--- config.mk ---
export PLATFORM = sky130hd
export DESIGN_NAME = bus_arbiter_2m3s
export DESIGN_NICKNAME = d
export VERILOG_FILES = /design/src/rtl/bus_pkg.sv /design/src/rtl/bus_arbiter_2m3s_counter.sv /design/src/rtl/bus_arbiter_2m3s.sv
export SDC_FILE = /design/constraint.sdc
export NUM_CORES = 1
export LEC_CHECK = 0
export ABC_AREA = 1
export ABC_CLOCK_PERIOD_IN_PS = 2400
export BUFFER_PORTS_ARGS = -buffer_cell sky130_fd_sc_hd__buf_2
export CAP_MARGIN = 20
export CORE_AREA = 2 2 78 80
export CTS_CLUSTER_DIAMETER = 30
export DETAILED_ROUTE_END_ITERATION = 16
export DIE_AREA = 0 0 80 82
export HOLD_SLACK_MARGIN = 0.15
export PLACE_DENSITY = 0.43
export SKIP_CTS_REPAIR_TIMING = 1
export SYNTH_ARGS = -nofsm -noshare
export SYNTH_HDL_FRONTEND = slang
export SYNTH_SLANG_ARGS = --single-unit
--- constraint.sdc ---
create_clock -name CLK -period 2.4 [get_ports CLK]
set_input_delay 0.24 -clock CLK [delete_from_list [all_inputs] [get_ports CLK]]
set_output_delay 0.24 -clock CLK [all_outputs]
set_load 0.01 [all_outputs]
--- src/rtl/bus_pkg.sv ---
// Shared types and constants for the 2-master / 3-slave serial bus arbiter.
package bus_pkg;

  typedef enum logic [1:0] {IDLE, HDR, CONN, WAIT_REL} arb_state_t;

  localparam int N_MASTERS = 2;
  localparam int N_SLAVES  = 3;
  localparam int ID_W      = 2;
  localparam int ADDR_W    = 15;

endpackage

--- src/rtl/bus_arbiter_2m3s_counter.sv ---
// Free-running up-counter with synchronous clear, used for header bits and CONN timeout.
module bus_arbiter_2m3s_counter #(
  parameter int WIDTH = 4
) (
  input  logic             CLK,
  input  logic             RST,
  input  logic             clr,
  input  logic             en,
  output logic [WIDTH-1:0] count
);

  always_ff @(posedge CLK or posedge RST) begin
    if (RST) begin
      count <= '0;
    end else if (clr) begin
      count <= '0;
    end else if (en) begin
      count <= count + 1'b1;
    end
  end

endmodule

--- src/rtl/bus_arbiter_2m3s.sv ---
// Round-robin arbiter for 2 masters plus slave-ID header decoder and line router for 3 slaves.
module bus_arbiter_2m3s #(
  parameter int N_SLAVES = 3,
  parameter int ID_W     = 2,
  parameter int TIMEOUT  = 1024
) (
  input  logic                CLK,
  input  logic                RST,
  input  logic [1:0]          M_BREQ,
  input  logic [1:0]          M_RW,
  input  logic [1:0]          M_BUS_OUT,
  output logic [1:0]          M_GRANT,
  output logic [1:0]          M_ACK,
  output logic [1:0]          M_READY,
  output logic [1:0]          M_SBSY,
  output logic [1:0]          M_BUS_IN,
  output logic [1:0]          M_ERR,
  output logic [N_SLAVES-1:0] S_AD_SEL,
  input  logic [N_SLAVES-1:0] S_ACK,
  input  logic [N_SLAVES-1:0] S_READY,
  input  logic [N_SLAVES-1:0] S_SBSY,
  input  logic [N_SLAVES-1:0] S_BUS_IN,
  output logic                B_RW,
  output logic                B_BUS_OUT
);
  import bus_pkg::*;

  localparam int CW = $clog2(TIMEOUT + 1);

  arb_state_t          state_reg;
  logic [1:0]          grant_reg;
  logic                g_reg;
  logic                prio_reg;
  logic [ID_W-1:0]     id_reg;
  logic [N_SLAVES-1:0] sel_reg;
  logic [1:0]          err_reg;
  logic [CW-1:0]       cnt;
  logic                cnt_clr;
  logic [ID_W-1:0]     id_next;
  logic                hdr_done;
  logic                tmo;
  logic                winner;
  logic                ack_sel, rdy_sel, sbsy_sel, bin_sel;

  // One counter serves both phases: cleared while idle and again on entering CONN.
  assign cnt_clr  = (state_reg == IDLE) || ((state_reg == HDR) && hdr_done);
  assign hdr_done = (cnt == CW'(ID_W - 1));
  assign tmo      = (cnt == CW'(TIMEOUT - 1));
  assign id_next  = id_reg | (ID_W'(M_BUS_OUT[g_reg]) << cnt);
  assign winner   = (&M_BREQ) ? prio_reg : M_BREQ[1];

  bus_arbiter_2m3s_counter #(.WIDTH(CW)) u_cnt (
    .CLK   (CLK),
    .RST   (RST),
    .clr   (cnt_clr),
    .en    (1'b1),
    .count (cnt)
  );

  always_ff @(posedge CLK or posedge RST) begin
    if (RST) begin
      state_reg <= IDLE;
      grant_reg <= '0;
      g_reg     <= 1'b0;
      prio_reg  <= 1'b0;
      id_reg    <= '0;
      sel_reg   <= '0;
      err_reg   <= '0;
    end else begin
      err_reg <= '0;
      case (state_reg)
        IDLE: begin
          if (|M_BREQ) begin
            grant_reg <= 2'b01 << winner;
            g_reg     <= winner;
            prio_reg  <= ~winner;
            id_reg    <= '0;
            state_reg <= HDR;
          end
        end
        HDR: begin
          if (!M_BREQ[g_reg]) begin
            grant_reg <= '0;
            state_reg <= IDLE;
          end else begin
            id_reg <= id_next;
            if (hdr_done) begin
              if (int'(id_next) < N_SLAVES) begin
                sel_reg   <= N_SLAVES'(1) << id_next;
                state_reg <= CONN;
              end else begin
                err_reg[g_reg] <= 1'b1;
                state_reg      <= WAIT_REL;
              end
            end
          end
        end
        CONN: begin
          if (!M_BREQ[g_reg]) begin
            sel_reg   <= '0;
            grant_reg <= '0;
            state_reg <= IDLE;
          end else if (tmo) begin
            sel_reg        <= '0;
            err_reg[g_reg] <= 1'b1;
            state_reg      <= WAIT_REL;
          end
        end
        WAIT_REL: begin
          if (!M_BREQ[g_reg]) begin
            grant_reg <= '0;
            state_reg <= IDLE;
          end
        end
        default: state_reg <= IDLE;
      endcase
    end
  end

  // sel_reg is zero outside CONN, so the return path is silent in every other state.
  assign ack_sel  = |(S_ACK    & sel_reg);
  assign rdy_sel  = |(S_READY  & sel_reg);
  assign sbsy_sel = |(S_SBSY   & sel_reg);
  assign bin_sel  = |(S_BUS_IN & sel_reg);

  genvar gi;
  generate
    for (gi = 0; gi < 2; gi++) begin : g_master
      assign M_ACK[gi]    = grant_reg[gi] & ack_sel;
      assign M_READY[gi]  = grant_reg[gi] & rdy_sel;
      assign M_SBSY[gi]   = grant_reg[gi] & sbsy_sel;
      assign M_BUS_IN[gi] = grant_reg[gi] & bin_sel;
    end
  endgenerate

  assign M_GRANT   = grant_reg;
  assign M_ERR     = err_reg;
  assign S_AD_SEL  = sel_reg;
  assign B_RW      = (state_reg == CONN) & M_RW[g_reg];
  assign B_BUS_OUT = (state_reg == CONN) & M_BUS_OUT[g_reg];

endmodule

==> results.md, run 1 <==
- Register with the most flip-flops: u_cnt.count
- Post-Route Skew: 7.36 ps
- Area of combinational cells with multiple inputs: 797 sq um
- Total inserted antenna cells: 0
- Mean instance size in the synthesized netlist: 7.34 sq um
- Max Cap Viol: 0
- Remaining design rule violation count: 0
- Placed Cells: 320
- Setup crit start: state_reg[0]
- I/O Buffers: 36
- Number of enable flip-flop cells after synthesis: 0
- Post-Synthesis Cells: 209
- Worst reg2reg setup slack: 680 ps
- Data required time at the worst endpoint: 2160 ps
- Number of nets produced by synthesis: 235
- Synth top area share: 39.2%
- Status: completed
- Clock tree from TritonCTS: yes
- Non-filler cells, final: 324
- Setup TNS Final: 0 ps
- Share of synthesized flip-flops with an asynchronous set or reset: 100%
- Number of I/O pins: 37
- Area of all sequential standard cells: 601 sq um
- Capture point of the worst path: B_BUS_OUT
- Fin crit period: 1730 ps
- Total Routing Usage GR: 11.0%
- Die height: 82 um
- RR Endpoint: S_AD_SEL[1]
- Number of cell rows: 28
- Largest cells by area after synthesis: sky130_fd_sc_hd__dfrtp_1 39%, sky130_fd_sc_hd__nand2_1 13%, sky130_fd_sc_hd__inv_1 8.1%
- Post-synthesis register bit count: 24
- Number of max-slew violations in the final report: 0
- DRT Wirelength: 3370 um
- Fraction of the cycle the final worst path needs: 72.2%
- Fraction of layout cells with a size suffix above 1: 23.3%
- CTS buffer count: 3
- Critical setup path kind: register to output pin
- Sum of met3 wire segment lengths after detailed routing: 140 um
- Effective utilization at floorplan: 26.7%
- Routed wire length on met2: 1550 um
- Count of different cell masters after synthesis: 29
- Via count normalized by instance count: 4.21
- Worst reg-to-reg path cell count: 9
- Measured slew at the worst slew-check pin: 433 ps
- Routed length on met1: 1640 um
- Root buffer cell: sky130_fd_sc_hd__clkbuf_8
- Final Hold Violating Endpoints: 0
- Global-route wire length before repair: 5680 um
- Yosys warnings: 0
- Clock insertion delay at the later pin of the skew report: 270 ps
- Dominant cell by count in the synthesized netlist: sky130_fd_sc_hd__nand2_1
- Violation count after the first detailed-route iteration: 25
- Setup violation total in the final timing report: 0
- Classification of the worst-slack hold path: input pin to register
- Vias in the first global route: 1271
- Die width: 80 um
- Multiplexer share of the synthesized area: 0%
- Power Total: 1.77 mW
- Maximum number of buffers from clock root to sink: 2
- Worst hold-check slack: 252 ps
- Final estimated routing congestion in global placement: 0.707
- Worst-path fanout max: 6
- First-pass detailed-route iteration total: 4
- Simple-Gate Fraction of Synth Area: 37.0%
- Startpoint class of the critical path: register
- Pin count of the biggest net entering global routing: 25
- XOR/XNOR share of the synthesized area: 1.14%
- Antenna violation net count after detailed routing: 0
- Signal arrival time at the worst endpoint: 1490 ps
- Number of fill cells: 631
- Kind of end point of the critical path: output pin
- Top sig layer: met4
- Synthesized-area fraction occupied by ao, oa, aoi and oai cells: 8.89%
- Adder-cell share of the synthesized area: 4.89%
- Sinks on the clock net: 24
- Remaining global-route overflow: 0
- Primary FF master, synth: sky130_fd_sc_hd__dfrtp_1
- IR drop worst, VDD: 0.267 mV
- Library cell with the largest summed area after synthesis: sky130_fd_sc_hd__dfrtp_1
- Worst flop-to-flop path startpoint: u_cnt.count[0]
- Antenna violations before repair: 0
- Clock-pin transition on the worst setup and hold timing paths: 80 ps
- Netlist area before placement: 0.00153 sq mm
- Max FFs per register: 11
- P per Cell Area: 951 mW/mm^2
- Nets: 277
- # H-tree levels: 1
- Placeable core region: 0.00575 sq mm
- Die footprint: 0.00656 sq mm
- RSZ-0062 raised after global routing: no
- Number of vias after detailed routing: 1365
- Fmax: 577 MHz
- Average routed wire per standard cell: 10.4 um
- Proportion of synthesized chip area in sequential cells: 39.2%
- HPWL after detailed placement: 2640 um
- Most numerous cell types in the synthesized netlist: 53 x sky130_fd_sc_hd__nand2_1, 33 x sky130_fd_sc_hd__inv_1, 26 x sky130_fd_sc_hd__nor2_1, 24 x sky130_fd_sc_hd__dfrtp_1, 13 x sky130_fd_sc_hd__nand3_1
- Slew Limit Headroom: 70.8%
- Growth of design area from synthesis to finish: 21.4%
- Combinational family with the most area after synthesis: simple AND/OR/NAND/NOR gates
- Static leakage power: 1.03 nW
-- per-layer routing --
layer	global-route usage, %	vias up
met1	14.2	604
met5	0	-
met4	3.56	0
li1	-	726
met2	18.7	30
met3	1.76	5
-- how the worst min path moves through the flow --
| stage | end | cells after the start | start |
|---|---|---|---|
| 2_1_floorplan | M_ERR[0] | 1 | RST |
| 3_3_place_gp | u_cnt.count[0] | 3 | RST |
| 3_5_place_dp | u_cnt.count[2] | 3 | RST |
| 4_1_cts | u_cnt.count[2] | 3 | RST |
| 5_1_grt | M_ERR[1] | 3 | M_BREQ[1] |
| 6_report | M_ERR[1] | 3 | M_BREQ[1] |
-- kinds of logic after synthesis --
family | Yosys count
and+or+nand+nor | 116
buffers and inverters | 36
AOI/OAI and AO/OA | 25
DFF | 24
adders and majority gates | 6
xor gates and xnor gates | 2
-- final cells by class --
cell class / instances / share of cell area (%)
Multi-Input combinational cell: 149 / 42.8
Tap cell: 75 / 5.04
Inverter: 35 / 7.06
Timing Repair Buffer: 38 / 10.6
Clock buffer: 3 / 2.22
Sequential cell: 24 / 32.3
-- placed cells by master, fill, tap and decap left out, types with 2 or more instances in the layout --
cell type	count
sky130_fd_sc_hd__inv_2	2
sky130_fd_sc_hd__buf_2	36
sky130_fd_sc_hd__nor2_1	26
sky130_fd_sc_hd__inv_1	33
sky130_fd_sc_hd__o21ai_0	7
sky130_fd_sc_hd__nor3_1	5
sky130_fd_sc_hd__nand3_2	3
sky130_fd_sc_hd__a21oi_1	9
sky130_fd_sc_hd__nand2_2	3
sky130_fd_sc_hd__o21ai_1	4
sky130_fd_sc_hd__dfrtp_1	24
sky130_fd_sc_hd__nand2_4	4
sky130_fd_sc_hd__nand2_1	53
sky130_fd_sc_hd__nand3_1	13
sky130_fd_sc_hd__nor3b_1	3
sky130_fd_sc_hd__ha_1	6
sky130_fd_sc_hd__clkbuf_8	3
-- where the power goes --
part	leakage, nW	total [mW]	switching (mW)	internal [mW]
Combinational	0.689	0.911	0.575	0.336
Clock	0.0216	0.244	0.132	0.112
Sequential	0.318	0.616	0.113	0.503
Total	1.03	1.77	0.820	0.951
-- through the flow --
step | area [sq um] | utilization, % | worst slack (ps)
finish | 1860 | 32.4 | 668
CTS | 1850 | 32.2 | 653
detailed placement | 1810 | 31.5 | 689
floorplan | 1530 | - | 869
global route | 1860 | 32.4 | 395
global placement | 1810 | 31.5 | 668
-- worst max-delay path, cell delays in order, from the launching register on --
cell	delay, ps
sky130_fd_sc_hd__dfrtp_1	420
sky130_fd_sc_hd__inv_1	100
sky130_fd_sc_hd__ha_1	290
sky130_fd_sc_hd__inv_1	110
sky130_fd_sc_hd__nor2_1	150
sky130_fd_sc_hd__buf_2	150
(Power assumes the default switching activity.)
==> inputs of run 2 (changes only) <==
- ABC_CLOCK_PERIOD_IN_PS: 2400 -> 1400
- PLACE_DENSITY: 0.43 -> 0.44
- clock period: 2.4 -> 1.4 ns (I/O delays scaled with it)
==> results.md, run 2 (same netlist as run 1, synthesis figures left out) <==
- Antenna violation net count after detailed routing: 0
- Number of I/O pins: 37
- Critical path's largest stage delay: 440 ps
- Clock tree from TritonCTS: yes
- Final Hold Violating Endpoints: 0
- Static leakage power: 1.22 nW
- Remaining design rule violation count: 0
- Most frequent cells in the layout: 47 x sky130_fd_sc_hd__nand2_1, 36 x sky130_fd_sc_hd__buf_2, 31 x sky130_fd_sc_hd__buf_4
- Classification of the worst-slack hold path: input pin to register
- Setup violation total in the final timing report: 8
- Die width: 80 um
- Placeable core region: 0.00575 sq mm
- Global-route track usage on met1: 16.1%
- Worst path bufs/invs: 2
- Max FFs per register: 11
- RSZ-0062 raised after global routing: yes
- HPWL after detailed placement: 2940 um
- Kind of end point of the critical path: register
- Routing usage on met3: 1.65%
- Global-route wire length before repair: 6090 um
- Status: finished, violations left
- Pin count of the biggest net entering global routing: 25
- Slowest CP cell: sky130_fd_sc_hd__dfrtp_2
- Average routed wire per standard cell: 10.4 um
- Nets: 309
- Effective utilization at floorplan: 26.7%
- Number of cell rows: 28
- Startpoint class of the critical path: register
- Final worst setup slack: -77.7 ps
- Fin crit period: 1480 ps
- P per Cell Area: 1610 mW/mm^2
- Clock-pin transition on the worst setup and hold timing paths: 80 ps
- Register with the most flip-flops: u_cnt.count
- Antenna violations before repair: 0
- Failing checks: negative setup slack
- Critical setup path kind: register to register
- Vias in the first global route: 1348
- Post-Route Skew: 3.11 ps
- Total Routing Usage GR: 11.8%
- Number of vias after detailed routing: 1463
- Remaining global-route overflow: 0
- GR peak layer: met2
- Series of cell instances along the critical path: inv_1 -> ha_1 -> inv_1 -> nor2_2 -> nand2_1 -> nand2_2 -> nand2_2 -> nor2b_4 -> nand2_2 -> nand2_1 -> nand2_1
- Fraction of layout cells with a size suffix above 1: 43.8%
- Commonest non-fill, non-tap cell in the layout: sky130_fd_sc_hd__nand2_1
- Violation count after the first detailed-route iteration: 37
- Via count normalized by instance count: 4.11
- First-pass detailed-route iteration total: 5
- Data required time at the worst endpoint: 1560 ps
- Die height: 82 um
- Power Total: 3.63 mW
- IR drop worst, VDD: 0.551 mV
- Worst Setup Slack post-DPL: -190 ps
- GRT met2 Usage: 19.3%
- Maximum number of buffers from clock root to sink: 2
- Max Cap Viol: 0
- DRT Wirelength: 3700 um
- Signal arrival time at the worst endpoint: 1640 ps
- Slew Limit Headroom: 78.6%
- Fmax: 677 MHz
- I/O Buffers: 36
- Cell family contributing the most delay on the critical path: simple AND/OR/NAND/NOR gates
- Measured slew at the worst slew-check pin: 321 ps
- Clock insertion delay at the later pin of the skew report: 260 ps
- CTS buffer count: 3
- Final estimated routing congestion in global placement: 0.762
- Die footprint: 0.00656 sq mm
- Root buffer cell: sky130_fd_sc_hd__clkbuf_8
- Fraction of the cycle the final worst path needs: 106%
- # H-tree levels: 1
- Number of max-slew violations in the final report: 0
- Total inserted antenna cells: 0
- Growth of design area from synthesis to finish: 47.2%
- Sinks on the clock net: 24
- Worst-path fanout max: 4
## run 2: per-stage QoR
step / util, % / setup TNS, ps / instances / hold slack, ps / area [sq um]
final: 39.3 / -382 / 356 / 195 / 2260
after floorplan: - / -377 / 209 / 155 / 1560
after global placement: 35.9 / -1740 / 348 / 210 / 2060
after global routing: 39.3 / -2130 / 356 / 199 / 2260
after CTS: 36.6 / -2580 / 351 / -79.2 / 2100
after detailed placement: 35.9 / -1850 / 348 / 216 / 2060
## run 2: power breakdown
group          leakage (nW)  internal, mW  switching [mW]
sequential            0.312         0.869           0.200
clock                0.0216         0.192           0.207
combinational         0.886         0.974            1.19
## run 2: layer usage
layer	up-vias	wire length, um
li1	795	-
met1	644	1790
met2	22	1730
met3	2	143
met4	0	34
met5	-	0
## run 2: worst paths after layout
path	cells past startpoint	from	slack, ps	to
min	3	M_BREQ[1]	200	M_ERR[1]
max reg2reg	11	u_cnt.count[1]	-80	S_AD_SEL[0]
max in group asynchronous	4	RST	680	state_reg[1]
max	11	u_cnt.count[1]	-80	S_AD_SEL[0]
min in group asynchronous	4	RST	460	u_cnt.count[3]
min reg2reg	1	prio_reg	500	prio_reg
## run 2: worst reg2reg max path: cells and delay by family (launching register included)
family | cells | cell delay [ps]
adders and majority gates | 1 | 140
buffers and inverters | 2 | 120
DFF | 1 | 440
and+or+nand+nor | 8 | 680
## run 2: layout make-up
cell class,count,area [sq um]
Fill cell,644,3490
Multi-Input combinational cell,149,930
Sequential cell,24,606
Timing Repair Buffer,70,454
Inverter,35,134
Tap cell,75,93.8
Clock buffer,3,41.3
